===== config.mk =====
export PLATFORM = sky130hd
export DESIGN_NAME = multibyte_serial_adder
export DESIGN_NICKNAME = d
export VERILOG_FILES = /design/src/rtl/multibyte_serial_adder.sv
export SDC_FILE = /design/constraint.sdc
export NUM_CORES = 1
export LEC_CHECK = 0
export BUFFER_PORTS_ARGS = -buffer_cell sky130_fd_sc_hd__clkbuf_2
export CAP_MARGIN = 0
export CORE_MARGIN = 2
export CORE_UTILIZATION = 35
export DETAILED_ROUTE_END_ITERATION = 10
export GPL_TIMING_DRIVEN = 0
export PLACE_DENSITY = 0.56
export RECOVER_POWER = 25
export SLEW_MARGIN = 15
export SYNTH_ARGS = -nofsm -noshare
export SYNTH_HDL_FRONTEND = slang
export SYNTH_SLANG_ARGS = --single-unit

===== constraint.sdc =====
create_clock -name clk -period 3.6 [get_ports clk]
set_clock_uncertainty 0.05 [all_clocks]
set_input_delay 0.36 -clock clk [delete_from_list [all_inputs] [get_ports clk]]
set_output_delay 0.36 -clock clk [all_outputs]
set_load 0.01 [all_outputs]

===== src/rtl/multibyte_serial_adder.sv =====
// multibyte_serial_adder: byte-serial wide unsigned adder, LSB byte first, valid/ready on both sides
//   clk, rst              : rising-edge clock, synchronous active-high reset
//   in_valid/in_ready     : operand handshake; a, b captured only on the accepting edge
//   out_valid/out_ready   : result handshake; sum, carry_out valid while out_valid=1
//   busy                  : high while adding or holding a result
//   overflow              : signed overflow of the result, present only with SERIAL_ADD_OVERFLOW_EN
module multibyte_serial_adder #(
   parameter int NBYTES = 4
) (
   input  logic                  clk,
   input  logic                  rst,
   input  logic                  in_valid,
   output logic                  in_ready,
   input  logic [8*NBYTES-1:0]   a,
   input  logic [8*NBYTES-1:0]   b,
   output logic                  out_valid,
   input  logic                  out_ready,
   output logic [8*NBYTES-1:0]   sum,
   output logic                  carry_out,
   output logic                  busy
`ifdef SERIAL_ADD_OVERFLOW_EN
   ,output logic                 overflow
`endif
);
   localparam int W  = 8 * NBYTES;
   localparam int IW = NBYTES > 1 ? $clog2(NBYTES) : 1;
   typedef enum logic [1:0] {IDLE, ADD, DONE} state_t;
   state_t state_q, state_d;
   logic [IW-1:0] idx_q, idx_d;
   logic carry_q, carry_d, cout_q, cout_d;
   logic [W-1:0] a_q, a_d, b_q, b_d, sum_q, sum_d;
   logic [8:0] add;
`ifdef SERIAL_ADD_OVERFLOW_EN
   logic ovf_q, ovf_d;
   assign overflow = ovf_q;
`endif
   assign in_ready  = state_q == IDLE;
   assign out_valid = state_q == DONE;
   assign busy      = state_q != IDLE;
   assign sum       = sum_q;
   assign carry_out = cout_q;
   always_comb begin
      state_d = state_q;
      idx_d   = idx_q;
      carry_d = carry_q;
      cout_d  = cout_q;
      a_d     = a_q;
      b_d     = b_q;
      sum_d   = sum_q;
`ifdef SERIAL_ADD_OVERFLOW_EN
      ovf_d   = ovf_q;
`endif
      add = {1'b0, a_q[8*idx_q +: 8]} + {1'b0, b_q[8*idx_q +: 8]} + {8'd0, carry_q};
      case (state_q)
         IDLE: if (in_valid) begin
            a_d     = a;
            b_d     = b;
            carry_d = 1'b0;
            idx_d   = '0;
            state_d = ADD;
         end
         ADD: begin
            sum_d[8*idx_q +: 8] = add[7:0];
            carry_d = add[8];
            idx_d   = idx_q + IW'(1);
            if (idx_q == IW'(NBYTES - 1)) begin
               idx_d   = '0;
               cout_d  = add[8];
               state_d = DONE;
`ifdef SERIAL_ADD_OVERFLOW_EN
               // carry into the MSB is recovered as a^b^s at bit W-1
               ovf_d = a_q[W-1] ^ b_q[W-1] ^ add[7] ^ add[8];
`endif
            end
         end
         DONE: state_d = out_ready ? IDLE : DONE;
         default: state_d = IDLE;
      endcase
   end
   always_ff @(posedge clk) begin
      if (rst) begin
         state_q <= IDLE;
         idx_q   <= '0;
         carry_q <= 1'b0;
         cout_q  <= 1'b0;
         a_q     <= '0;
         b_q     <= '0;
         sum_q   <= '0;
`ifdef SERIAL_ADD_OVERFLOW_EN
         ovf_q   <= 1'b0;
`endif
      end else begin
         state_q <= state_d;
         idx_q   <= idx_d;
         carry_q <= carry_d;
         cout_q  <= cout_d;
         a_q     <= a_d;
         b_q     <= b_d;
         sum_q   <= sum_d;
`ifdef SERIAL_ADD_OVERFLOW_EN
         ovf_q   <= ovf_d;
`endif
      end
   end
endmodule


### Word-level counts from Yosys, hierarchy flattened

Index checks and enable logic that the tools add are counted.

* register bits after elaboration: 102
* bits in latches: 0
* memory bits (writable): 0
* bits in read-only memories: 0
* input port bits: 68
* output and inout port bits: 36
* word-level logic and storage cells: 37
* memories: 0

* add/subtract/negate cells: 4
* $mul: 0
* div/mod/pow operators: 0
* $lt $le $gt $ge: 0
* equal/unequal tests: 5
* shifts and indexed selects: 4
* mux-type cells: 10
* bitwise gates (word level): 0
* reduce and logical (&&, ||, !) cells: 7

Operators by type and width (count)
* $shiftx A32 B6 Y8: 2
* $neg A5 Y34: 1
* $shift A8 B34 Y32 const A: 1
* $shiftx A8 B34 Y32: 1
* $bwmux W32: 1
* $mux W2: 5
* $add A8 B8 Y9: 1
* $add A9 B1 Y9: 1
* $reduce_and A2 Y1: 4
* $pmux W2 S3: 1
* $eq A2 B2 Y1 const B: 2
* $ne A2 B2 Y1 const B: 2
* $pmux W2 S2: 1
* $reduce_bool A2 Y1: 2
* $add A2 B1 Y2 const B: 1
* $eq A2 B1 Y1 const B: 1
* $logic_not A2 Y1: 1
* $pmux W1 S2: 1
* $mux W1: 1

### Depth between registers and ports, before layout

Gate-level depths: netlist (run 1).

* word-level depth: 5
* mapped depth: 10
* mapped depth without buffers: 8

### Least setup slack after synthesis (run 1)

OpenSTA, ideal clock, no wires.

* path type: register to register
* start point: reg idx_q[0]
* end point: reg carry_q
* library setup time: 139 ps
* data arrival time: 2903 ps
* required time: 3411 ps
* setup slack: 508 ps
* stages on the path, launching flop included: 10
* buffers on the path: 1
* period minus slack after synthesis: 3092 ps
* cells stage by stage: dfxtp_1 buf_2 mux4_2 fa_1 fa_1 a21o_1 a221oi_2 nor2b_1 nor3_1 a221oi_1

* word-level cells in the longest chain between the ends: 4
* elaborated cells on any way between the ends: 5
* classes of those cells: add/sub: 2; shift: 2; mux: 1

Ends and longest elaborated chain
* from (decl): RTL line 29 `logic [IW-1:0] idx_q, idx_d;`
* from (signal assigned): RTL line 94 `idx_q <= idx_d;`
* $shiftx A32 B6 Y8: RTL line 53 `add = {1'b0, a_q[8*idx_q +: 8]} + {1'b0, b_q[8*idx_q +: 8]} + {8'd0, carry_q};`
* $add A8 B8 Y9 *: RTL line 53
* $add A9 B1 Y9 *: RTL line 53
* $pmux W1 S2 *: RTL line 54 `case (state_q)`
* to (signal assigned): RTL line 95 `carry_q <= carry_d;`
* to (decl): RTL line 30 `logic carry_q, carry_d, cout_q, cout_d;`

Every way passes the cells marked *; elsewhere a longest branch is shown, timed or not.
A chain may end at the register's enable or synchronous reset.

### Worst setup path after layout (run 1)

* start point: reg idx_q[1]
* end point: reg carry_q

The elaborated chain is that of the path after synthesis.

==> run_results.csv, run 1 <==
group,metric,value,unit
run_status,outcome,"complete, no violations",
sta,worstMarginPinSlew,0.645,ns
sta,max_freq,290,MHz
cts,htree_levels,3,
place,hpwl,8990,microns
power,ir_worst_vdd,215,uV
synth,synthArstFlopShare,0,%
cts,clock_latency,0.35,ns
setup_path,path_cells,"clkbuf_2, buf_2, mux4_2, fa_1, fa_1, a21o_1, a221oi_2, nor2b_1, nor3_1, a221oi_1",
setup_path,crit_top_cell,"fa_1",
global_routing,grt_pass1_vias,3827,
cts,cts_buffer_depth,2,
finish,fill_cells,1255,
synth,syn_nets,571,
sta,rsz0062_at_grt,"no",
finish,stdcell_area,5370,sq um
sta,period_needed,3.45,ns
routing,via_per_inst,4.90,
routing,drt_first_pass_iters,4,
synth,synth_top_area_share,46.7,%
place,io_buffers,102,
cts,cts_tree,"built",
cts,clk_pin_slew,0.07,ns
synth,synthTopCellsByArea,"dfxtp_1 47%, nand2_1 12%, mux4_2 8.2%, a21oi_1 7.8%, a22oi_1 4.5%",
cts,cts-hold-fix-buffers,0,
setup_path,critical_path_class,"reg -> reg",
sta,slew_viol_final,0,
global_routing,antenna_found_initial,0,
setup_path,slowest_delay,0.47,ns
setup_path,cp-end-kind,"flop",
power,power_density,472,nW/um^2
routing,wl_per_cell,15.4,microns
synth,synthFlopType,"dfxtp_1",
synth,ys_ff_latch,102,
floorplan,die_x,116,microns
setup_path,worstPathMaxFanout,10,
floorplan,io_pins,104,
floorplan,die-area,13400,sq um
global_routing,grt_usage,18.6,%
power,p_leak,0.00214,uW
routing,vias,3794,
routing,drc,0,
global_routing,grt_pass1_wl,19100,microns
flow_run,max_cap_viol_count,0,
synth,ys.warnings.count,0,
sta,hold_violations,0,
sta,period_share,95.8,%
place,dpl_cell_area,5090,sq um
sta,setup_viol,0,
cts,cts_sinks,102,
routing,drt-total-wl,11900,microns
synth,synth_top_area_cell,"dfxtp_1",
synth,yosysMostFrequentCell,"nand2_1",
floorplan,die_y,116,microns
cts,cts_buffers,9,
finish,layout-drive-gt1-share,20.1,%
routing,antenna_left,0,
synth,ys_top_cells_by_count,"135 x nand2_1, 102 x dfxtp_1, 68 x a21oi_1",
floorplan,rows,40,
setup_path,worst_ep_arrival_time,3.59,ns
hold_path,min_path_type,"in -> reg",
sta,slew_headroom,57.0,%
setup_path,cp.required,3.74,ns
synth,ys_seq_area_share,46.7,%
floorplan,start_util,36.1,%
floorplan,core-area,12100,sq um
sta,whs,0.174,ns
routing,drtIter0Drc,181,
cts,root_buffer,"clkbuf_16",
global_routing,grt_start_max_net_pins,18,
finish,area_growth_syn_to_layout,22.7,%
place,place.gp.congestion,0.775,
synth,syn_area_per_cell,8.96,sq um
synth,synth_cell_type_count,39,
setup_path,startpoint_type,"flop",
finish,nets,684,
finish,antenna_cells,0,
global_routing,overflow,0,
setup_path,critical-path-slowest-cell,"fa_1",
sta,fin_tns_setup,0,ns
synth,synthCells,488,
synth,syn-cell-area,4370,sq um
synth,synth_edf_count,0,
[critical path: cells and delay by family, from the launching register on]
kind | cells | cell delay, ns
buf+inv | 2 | 0.64
fa+ha+maj | 2 | 0.90
flops | 1 | 0.37
compound gates | 3 | 0.63
simple gates | 2 | 0.33
mux | 1 | 0.39
[per-stage QoR]
stage	instances	power, uW	setup slack [ns]	utilization, %
after detailed placement	758	1550	-0.135	42.1
after global routing	774	2640	0.00428	44.3
after floorplan	488	1430	0.508	-
after CTS	774	2550	0.0986	44.6
final	774	2530	0.152	44.3
after global placement	758	1550	-0.108	42.1
[logic make-up (layout without fill, tap and decap cells)]
kind of cell / after synthesis / count (layout) / share of synthesized area (%)
AOI/OAI and AO/OA: 116 / 116 / 16.1
adders and majority gates: 15 / 15 / 4.64
buffers and inverters: 35 / 153 / 3.46
and+or+nand+nor: 198 / 198 / 19.7
muxes: 17 / 17 / 8.47
xor gates and xnor gates: 5 / 5 / 1.00
DFF: 102 / 102 / 46.7
[path summary, 6_finish.rpt]
path	start	to	slack, ns	cells past startpoint
worst max register to register	idx_q[1]	carry_q	0.15	10
worst min-delay path	a[20]	a_q[20]	0.17	3
worst max-delay path	idx_q[1]	carry_q	0.15	10
worst min register to register	b_q[23]	b_q[23]	0.40	2
[where the power goes]
part | total, uW | switching, uW | internal [uW]
sequential | 1200 | 27.5 | 1180
combinational | 321 | 193 | 128
clock | 1010 | 441 | 568
[placed cells by master, fill, tap and decap left out, types with 3 or more instances in the layout]
cell | Yosys | layout
clkbuf_2 | 0 | 71
or3_1 | 3 | 3
nand2_4 | 3 | 3
nor3_2 | 3 | 3
buf_2 | 10 | 8
a22oi_1 | 26 | 26
nor2b_1 | 3 | 3
nand2_1 | 135 | 135
nor2_1 | 31 | 31
a21oi_1 | 68 | 68
clkbuf_1 | 19 | 51
nand3b_1 | 9 | 9
ha_1 | 13 | 13
mux4_2 | 16 | 16
o31ai_1 | 3 | 3
nand2b_1 | 4 | 4
a21o_1 | 3 | 3
dfxtp_1 | 102 | 102
xnor2_1 | 3 | 3
o21ai_0 | 6 | 6
inv_1 | 5 | 5
clkbuf_16 | 0 | 9
[layout make-up]
type | count | area, sq um | area share (%)
Clock inverter | 5 | 63.8 | 1.19
Buffer | 30 | 139 | 2.59
Sequential cell | 102 | 2040 | 38.1
Tap cell | 168 | 210 | 3.92
Multi-Input combinational cell | 351 | 2180 | 40.6
Timing Repair Buffer | 102 | 470 | 8.77
Clock buffer | 11 | 243 | 4.52
Inverter | 5 | 18.8 | 0.350
[state kept, by name (all words and copies together) (netlist names)]
signal,cells
a_q,32
b_q,32
carry_out,1
carry_q,1
idx_q,2
state_q,2
sum,32
[timing repair]
| action | CTS | global route |
|---|---|---|
| pin swaps | 0 | 0 |
| gates resized for setup | 1 | 2 |
| endpoints found under the setup margin | 10 | 6 |
| buffers inserted | 0 | 0 |
| hold endpoints to repair | 0 | 0 |
| cloned | 0 | 0 |
[metal layers]
metal	wire length, microns	track usage (%)
met5	0	0
met4	159	5.56
met3	714	4.50
met2	5600	31.1
met1	5440	24.0
(Power assumes the default switching activity.)
==> run 2: changes to the inputs <==
Settings changed: CELL_PAD_IN_SITES_DETAIL_PLACEMENT set to 1, CELL_PAD_IN_SITES_GLOBAL_PLACEMENT set to 1, PLACE_DENSITY 0.56 to 0.71.
==> run 2 against run 1 <==
Effect of this change: sequential power is essentially flat; die area is the same; worst setup slack gained 0.069 ns; routed wire length grew 11%; power grew 0.62%; first-iteration DRC count grew 7.7%; count of clock-buffer cells in the layout shrank 1; worst hold slack gained 0.0022 ns; non-clock buffer count is the same; combinational power grew 4%.
==> run_results.csv, run 2 (synthesis gave the netlist of run 1 again) <==
group,metric,value,unit
run_status,outcome,"complete, no violations",
finish,stdcell_area,5390,sq um
setup_path,r2r_end,"carry_q",
power,power_density,472,nW/um^2
finish,nets,684,
floorplan,core-area,12100,sq um
setup_path,cp-end-kind,"flop",
floorplan,start_util,36.1,%
floorplan,io_pins,104,
cts,cts_sinks,102,
routing,antenna_left,0,
cts,root_buffer,"clkbuf_16",
finish,fill_cells,1477,
setup_path,rrSetupSlack,0.22,ns
floorplan,rows,40,
power,power,2550,uW
cts,cts_buffer_depth,2,
setup_path,crit_top_cell,"fa_1",
setup_path,critical-path-slowest-cell,"fa_1",
sta,setup_viol,0,
cts,cts_tree,"built",
cts,cts-hold-fix-buffers,0,
finish,layout-drive-gt1-share,20.8,%
sta,slew_viol_final,0,
global_routing,grt_pass1_vias,4152,
routing,wl_per_cell,17.1,microns
sta,hold_violations,0,
setup_path,worst_ep_arrival_time,3.53,ns
sta,worstMarginPinSlew,0.599,ns
global_routing,overflow,0,
power,p_leak,0.00216,uW
setup_path,reg2reg_from,"idx_q[1]",
global_routing,grt_start_max_net_pins,19,
global_routing,grt_usage,21.0,%
routing,vias,3902,
sta,slew_headroom,60.1,%
power,ir_worst_vdd,198,uV
finish,antenna_cells,0,
routing,drc,0,
routing,drt-total-wl,13200,microns
floorplan,die_y,116,microns
global_routing,grt_pass1_wl,21400,microns
setup_path,path_cells,"clkbuf_4, buf_4, mux4_2, fa_1, fa_1, a21o_1, a221oi_2, nor2b_1, nor3_2, a221oi_1",
setup_path,startpoint,"idx_q[1]",
cts,cts_buffers,9,
setup_path,r2r_cells,10,
setup_path,slowest_delay,0.48,ns
sta,period_share,93.9,%
place,place.gp.congestion,0.803,
routing,drt_first_pass_iters,4,
setup_path,critical_path_class,"reg -> reg",
finish,fin_cells,774,
finish,final_cell_mix,"135 x nand2_1, 101 x dfxtp_1, 71 x clkbuf_2, 68 x a21oi_1, 50 x clkbuf_1",
hold_path,min_path_type,"in -> reg",
place,hpwl,10100,microns
routing,via_per_inst,5.04,
finish,seqCellArea,2040,sq um
routing,drtIter0Drc,195,
place,dpl_cell_area,5090,sq um
setup_path,worstPathMaxFanout,10,
cts,htree_levels,3,
finish,area_growth_syn_to_layout,23.3,%
setup_path,cp-endpoint,"carry_q",
floorplan,die-area,13400,sq um
finish,layout_commonest_cell,"nand2_1",
flow_run,max_cap_viol_count,0,
finish,final_util,44.5,%
setup_path,cp.required,3.75,ns
place,io_buffers,102,
sta,period_needed,3.38,ns
cts,clock_latency,0.35,ns
place,place_inst,758,
floorplan,die_x,116,microns
cts,clk_pin_slew,0.07,ns
sta,max_freq,296,MHz
setup_path,startpoint_type,"flop",
finish,multi_input_area,2190,sq um
global_routing,antenna_found_initial,0,
sta,rsz0062_at_grt,"no",
[run 2: worst min path at each step]
stage,start,end,cells after the start
final,b[17],b_q[17],3
after global routing,a[20],a_q[20],3
after CTS,a[20],a_q[20],3
after detailed placement,b_q[20],b_q[20],2
after global placement,b_q[1],b_q[1],2
after floorplan,a_q[16],a_q[16],2
[run 2: layer usage]
metal	up-vias	share of wire [%]	GRT usage, %
met3	15	3.8	3.19
met4	0	1.1	5.32
met1	1879	45	26.7
li1	1914	-	-
met2	94	50	37.3
met5	-	0	0
[run 2: worst max-delay path: cells and delay by family (launching register included)]
kind,cells,cell delay [ns]
compound gates,3,0.69
buf+inv,2,0.51
flops,1,0.39
mux,1,0.38
fa+ha+maj,2,0.90
simple gates,2,0.31
[run 2: layout make-up]
class	instances	area share (%)
sequential	102	37.9
tap	168	3.90
clock buffer	10	4.25
inverter	5	0.348
timing repair buffer	102	8.75
clock inverter	6	1.42
multi-input combinational	351	40.6
buffer	30	2.81
[run 2: stage by stage]
stage | setup WS (ns) | hold slack (ns) | TNS (ns)
detailed placement | -0.219 | 0.397 | -1.23
finish | 0.221 | 0.177 | 0
global placement | -0.130 | 0.390 | -0.623
floorplan | 0.508 | 0.383 | 0
global route | 0.0218 | 0.179 | 0
CTS | 0.0626 | 0.173 | 0
[run 2: power by group]
| group | internal, uW | leakage (uW) | switching (uW) |
|---|---|---|---|
| Combinational | 131 | 0.00117 | 203 |
| Sequential | 1180 | 0.000832 | 28.4 |
| Clock | 552 | 0.000150 | 457 |
| Total | 1860 | 0.00216 | 688 |
[run 2: repair_timing]
action                                  4_1_cts  5_1_grt
setup buffers                                 0        0
resized for setup                             4        7
endpoints found under the setup margin       10        6
